## src/rtl/upsample_unit.sv

```systemverilog
// -----------------------------------------------------------------------------
// upsample_unit
//
// Nearest-neighbour upsampling stage for the feature-map datapath. Consumes a
// raster stream of XW-lane pixel vectors and emits every pixel scale_x times
// horizontally and scale_y times vertically. The first copy of each input row
// is produced straight from the input stream while the row is written into a
// one-row line buffer. The remaining scale_y-1 copies of the row are replayed
// from that buffer. Lane words are opaque; no arithmetic is performed.
//
// Optional feature (compile-time macro):
//   UPSAMPLE_ZERO_FILL_EN : zero-insertion (unpooling) mode. Only the first
//                           horizontal replica of the first output row carries
//                           the pixel. Every other replica is all-zero.
//                           Handshake and timing are identical to the default
//                           nearest-neighbour mode.
//
// Ports:
//   clk      in   clock, all logic on the rising edge
//   rst      in   synchronous active-high reset
//   data_i   in   XW*QW input pixel vector (lane 0 in the low QW bits)
//   valid_i  in   input vector valid
//   ready_o  out  block accepts data_i this cycle
//   data_o   out  XW*QW output pixel vector
//   valid_o  out  output vector valid
//   ready_i  in   downstream accepts data_o
// -----------------------------------------------------------------------------
module upsample_unit #(
  parameter int scale_x  = 2,
  parameter int scale_y  = 2,
  parameter int ifsize_x = 13,
  parameter int ifsize_y = 13,
  parameter int ofsize_x = 26,
  parameter int ofsize_y = 26,
  parameter int QW       = 32,
  parameter int XW       = 4
) (
  input  logic               clk,
  input  logic               rst,
  input  logic [XW*QW-1:0]   data_i,
  input  logic               valid_i,
  output logic               ready_o,
  output logic [XW*QW-1:0]   data_o,
  output logic               valid_o,
  input  logic               ready_i
);

  // Geometry sanity checks, evaluated at elaboration.
  generate
    if (scale_x < 1 || scale_y < 1) begin : g_bad_scale
      $error("upsample_unit: scale_x and scale_y must be >= 1");
    end
    if (ofsize_x != ifsize_x * scale_x) begin : g_bad_ofsize_x
      $error("upsample_unit: ofsize_x must equal ifsize_x*scale_x");
    end
    if (ofsize_y != ifsize_y * scale_y) begin : g_bad_ofsize_y
      $error("upsample_unit: ofsize_y must equal ifsize_y*scale_y");
    end
  endgenerate

  localparam int RXW = (scale_x  > 1) ? $clog2(scale_x)  : 1;
  localparam int SYW = (scale_y  > 1) ? $clog2(scale_y)  : 1;
  localparam int IXW = (ifsize_x > 1) ? $clog2(ifsize_x) : 1;
  localparam int IYW = (ifsize_y > 1) ? $clog2(ifsize_y) : 1;

  localparam logic [RXW-1:0] RX_LAST = RXW'(scale_x - 1);
  localparam logic [SYW-1:0] SY_LAST = SYW'(scale_y - 1);
  localparam logic [IXW-1:0] IX_LAST = IXW'(ifsize_x - 1);
  localparam logic [IYW-1:0] IY_LAST = IYW'(ifsize_y - 1);

  typedef enum logic [0:0] {
    FILL   = 1'b0,
    REPLAY = 1'b1
  } state_t;

  // Architectural state
  state_t               state_q;
  logic [XW*QW-1:0]     data_q;
  logic                 valid_q;
  logic [RXW-1:0]       rx_q;
  logic [IXW-1:0]       ix_q;
  logic [IYW-1:0]       iy_q;
  logic [SYW-1:0]       sy_q;

  // One-row line buffer; read combinationally while replaying.
  logic [XW*QW-1:0]     lb_mem [ifsize_x];

  // Next-cycle helpers
  logic                 out_free;
  logic                 fill_load;
  logic                 replay_load;
  logic                 load;
  logic                 row_end;
  logic [XW*QW-1:0]     load_data_d;
  logic [IYW-1:0]       iy_d;

  // The output register can take a new pixel when it is empty or when its
  // last replica is being consumed right now (no bubble between pixels).
  assign out_free    = ~valid_q | (ready_i & (rx_q == RX_LAST));

  // ready_o never looks at valid_i, so no combinational loop can form with an
  // upstream stage that derives valid from ready.
  assign ready_o     = ~rst & (state_q == FILL) & out_free;

  assign fill_load   = valid_i & ready_o;
  assign replay_load = (state_q == REPLAY) & out_free;
  assign load        = fill_load | replay_load;
  assign row_end     = (ix_q == IX_LAST);
  assign load_data_d = (state_q == FILL) ? data_i : lb_mem[ix_q];
  assign iy_d        = (iy_q == IY_LAST) ? '0 : iy_q + IYW'(1);

  // Line-buffer write: only rows arriving from the input stream are stored.
  always_ff @(posedge clk) begin
    if (fill_load) begin
      lb_mem[ix_q] <= data_i;
    end
  end

`ifdef UPSAMPLE_ZERO_FILL_EN
  // Marks that the pixel in data_q came from the input stream, i.e. belongs to
  // output row sy==0 and may therefore be shown on replica rx==0.
  logic                 from_fill_q;

  always_ff @(posedge clk) begin
    if (rst) begin
      from_fill_q <= 1'b0;
    end else if (load) begin
      from_fill_q <= fill_load;
    end
  end

  assign data_o = (from_fill_q && rx_q == '0) ? data_q : '0;
`else
  assign data_o = data_q;
`endif

  assign valid_o = valid_q;

  // Output register, replica counter, raster counters and FSM.
  always_ff @(posedge clk) begin
    if (rst) begin
      state_q <= FILL;
      valid_q <= 1'b0;
      rx_q    <= '0;
      ix_q    <= '0;
      iy_q    <= '0;
      sy_q    <= '0;
    end else begin
      if (load) begin
        // A load wins over draining the last replica, keeping valid_o high.
        data_q  <= load_data_d;
        valid_q <= 1'b1;
        rx_q    <= '0;
        ix_q    <= row_end ? '0 : ix_q + IXW'(1);

        // Row bookkeeping happens when the last pixel of a row is loaded, so
        // the FSM is already back in FILL while that pixel's replicas drain.
        if (row_end) begin
          if (state_q == FILL) begin
            if (scale_y > 1) begin
              state_q <= REPLAY;
              sy_q    <= SYW'(1);
            end else begin
              iy_q    <= iy_d;
            end
          end else begin
            if (sy_q == SY_LAST) begin
              state_q <= FILL;
              sy_q    <= '0;
              iy_q    <= iy_d;
            end else begin
              sy_q    <= sy_q + SYW'(1);
            end
          end
        end
      end else if (valid_q && ready_i) begin
        if (rx_q == RX_LAST) begin
          valid_q <= 1'b0;
        end else begin
          rx_q    <= rx_q + RXW'(1);
        end
      end
    end
  end

endmodule

```

## config.mk

```make
export PLATFORM = sky130hd
export DESIGN_NAME = upsample_unit
export DESIGN_NICKNAME = d
export VERILOG_FILES = /design/src/rtl/upsample_unit.sv
export SDC_FILE = /design/constraint.sdc
export NUM_CORES = 2
export LEC_CHECK = 0
export ABC_AREA = 1
export CORE_UTILIZATION = 45
export CTS_BUF_LIST = sky130_fd_sc_hd__clkbuf_16
export CTS_CLUSTER_SIZE = 12
export DETAILED_ROUTE_END_ITERATION = 10
export PLACE_DENSITY_LB_ADDON = 0.12
export RECOVER_POWER = 100
export SYNTH_ARGS = -nofsm -noshare
export SYNTH_HDL_FRONTEND = slang
export SYNTH_SLANG_ARGS = --single-unit
```

## constraint.sdc

```tcl
create_clock -name clk -period 13.42 [get_ports clk]
set_input_delay 1.342 -clock clk [delete_from_list [all_inputs] [get_ports clk]]
set_output_delay 1.342 -clock clk [all_outputs]
set_load 0.03 [all_outputs]
```

==> summary.txt <==
status: finished with violations
failing checks: max-capacitance violations, max-slew violations
Worst-Margin Slew: 5060 ps
FMAX: 0.1149 GHz
Hold/Removal Path Class: flop to flop
Setup Buffers After CTS: 0
Reg clk slew, reported paths: 60 ps
Max-cap violations: 16
Cell Rows: 150
Switching Fraction: 0.2302
Syn Inst Count: 7,201
Syn Area/Cell: 10.55 um2
vias: 48,840
top layer in use: met5
clk buf depth: 3
final wirelength: 196,800 um
Critical Path RT: 13,690 ps
WL met2: 92,610 um
Peak supply drop: 131.2 uV
pwr dens: 138.3 nW/um2
Root Driver: clkbuf_16
Routed Antenna Nets: 0
grt ovf: 0
top-count cell post-synth: nand2_1
crit share post-route: 0.6486
largest area contributor in the netlist: edfxtp_1
initial antenna violation count: 9
combinational share of power: 0.066
post-route insts no fill: 9,737
DRT Pass-1 Iters: 5
startpoint types: primary input
RSZ-0062 raised after global routing: false
RD Place Congestion: 0.7457
share of post-route cells with drive strength above 1: 0.04102
critical path type: primary input to flop
Setup TNS: 0 ps
Final nets: 7,520
Internal Power: 9134 uW
CTS tree: done
Hold-fix buffers, CTS: 0
ranking of synthesized cells by area: edfxtp_1, nand2_1, nand3_1
Final Max Tran Viols: 755
Worst slew margin: -2.373
Arrival @ worst endpoint: 8970 ps
crit end category: flop
post-route cell area: 85,790 um2
met3 WL: 11,170 um
DRT iter0 DRCs: 4,225
ys async rst share: 0
largest net degree at the start of global routing: 221
H-tree depth: 4
multi-input logic area: 15,840 um2
Worst-Skew Late Latency: 820 ps
Top Ports: 262
Cell Area, Synth: 75,940 um2
core box area: 167,400 um2
Port Buffers: 261
part of the power in registers: 0.529
fin util: 0.5124
first-pass GRT wire length: 295,600 um
worst-path fanout max: 128
Clock Sinks: 1,799
Overall Global Routing Usage: 0.2311
Post-synth top cells: nand2_1, edfxtp_1, inv_1, nand3_1, nor2_1
die width: 412.8 um
clock power share: 0.405
ys flop type: edfxtp_1
Tmin final: 8705 ps
dpl hpwl: 95,920 um
met1 WL: 88,420 um
Layout area overhead: 12.97%
Yosys top cell area share: 0.7086
#FFs+latches synth: 1,799
Clock Skew: 29.60 ps
Syn Nets: 7,337
Netlist cell types: 20
final hold vios: 0
DRC Markers: 0
Post-DP Area: 80,270 um2
yosys warns: 0
register area: 53,960 um2
number of setup violations in the final report: 0
CTS buffer count: 191
WL/cell: 20.21 um
Leak Pwr: 0.03594 uW
Seq/Total Area, Yosys: 0.7105
vias per std cell: 5.016
ant diodes: 0
Post-synth EDFFs: 1,792
die height: 412.8 um
Switch Pwr: 2731 uW
vias in the first global route: 47,140
Initial Util: 0.4536
CTS resizes: 0
placed insts: 9,395
fill count: 14,840
Die ar.: 170,400 um2
-- per-layer routing --
metal | GRT usage | up-vias
met5 | 0 | -
met2 | 0.3734 | 1369
met1 | 0.3249 | 23760
met3 | 0.03311 | 275
met4 | 0.06814 | 2
li1 | - | 23430
-- metrics by stage --
stage               total power (uW)  hold WS [ps]  setup slack, ps
global placement                7192         463.7             7538
detailed placement              7198         472.0             7483
global route                   12280         534.3             4179
finish                         11870         483.8             4715
floorplan                       6888         446.2             2025
CTS                            11980         480.1             8357
-- sequential cells by signal, summed over array words and instances (netlist names) --
| register | count |
|---|---|
| lb_mem | 1664 |
| data_o | 128 |
| ix_q | 4 |
| rx_q | 1 |
| state_q | 1 |
| valid_o | 1 |
-- cells in the final DEF, fill, tap and decap left out, types with 5 or more instances in the layout --
master	synthesis	final
dfxtp_1	7	6
nor2_4	0	6
dlygate4sd3_1	0	259
inv_6	0	5
inv_1	1162	1217
nor3_1	9	9
buf_12	0	6
edfxtp_1	1792	1792
nor2_1	392	387
clkinv_2	0	26
nand3_1	901	902
clkbuf_16	0	194
clkinv_8	0	5
clkinv_1	0	50
nand2_1	2575	2575
buf_4	17	51
clkbuf_1	34	13
-- worst max-delay path, cell delays in order --
cell	delay (ps)
dlygate4sd3_1	710
nand2_1	100
nand2_1	130
nand3_1	2170
nor3_1	810
clkbuf_2	3590
-- kinds of logic (layout without fill, tap and decap cells) --
logic type               after synthesis  in the layout  share of synthesized area
AO/OA/AOI/OAI                          6              6                  0.0004119
XOR/XNOR                               2              2                  0.0002307
adder cells (fa/ha/maj)                4              4                  0.0006591
buffers and inverters               1511           1843                    0.08139
flip-flops                          1799           1799                     0.7105
AND/OR/NAND/NOR                     3879           3879                     0.2068
-- power groups by stage --
stage / Clock (uW) / Combinational [uW] / Sequential (uW)
6_report: 4800 / 784 / 6280
5_1_grt: 5120 / 880 / 6280
4_1_cts: 4900 / 804 / 6280
3_5_place_dp: 0 / 800 / 6400
3_3_place_gp: 0 / 794 / 6400
2_1_floorplan: 0 / 467 / 6420
-- area by class of cell --
| cell class | instances | area share |
|---|---|---|
| sequential | 1799 | 0.6289 |
| clock buffer | 194 | 0.05659 |
| tap | 2204 | 0.03215 |
| multi-input combinational | 3891 | 0.1847 |
| inverter | 1169 | 0.05147 |
| timing repair buffer | 332 | 0.03694 |
| clock inverter | 148 | 0.009218 |
-- final timing paths --
kind         startpoint              end  slack, ps  depth (start not counted)
max             ready_i  lb_mem[11][125]       4720                          6
min             state_q          state_q        480                          2
max reg2reg     ix_q[1]    lb_mem[8][21]       4930                          6
min reg2reg     state_q          state_q        480                          2
No activity file was read; power rests on OpenSTA's default activity.
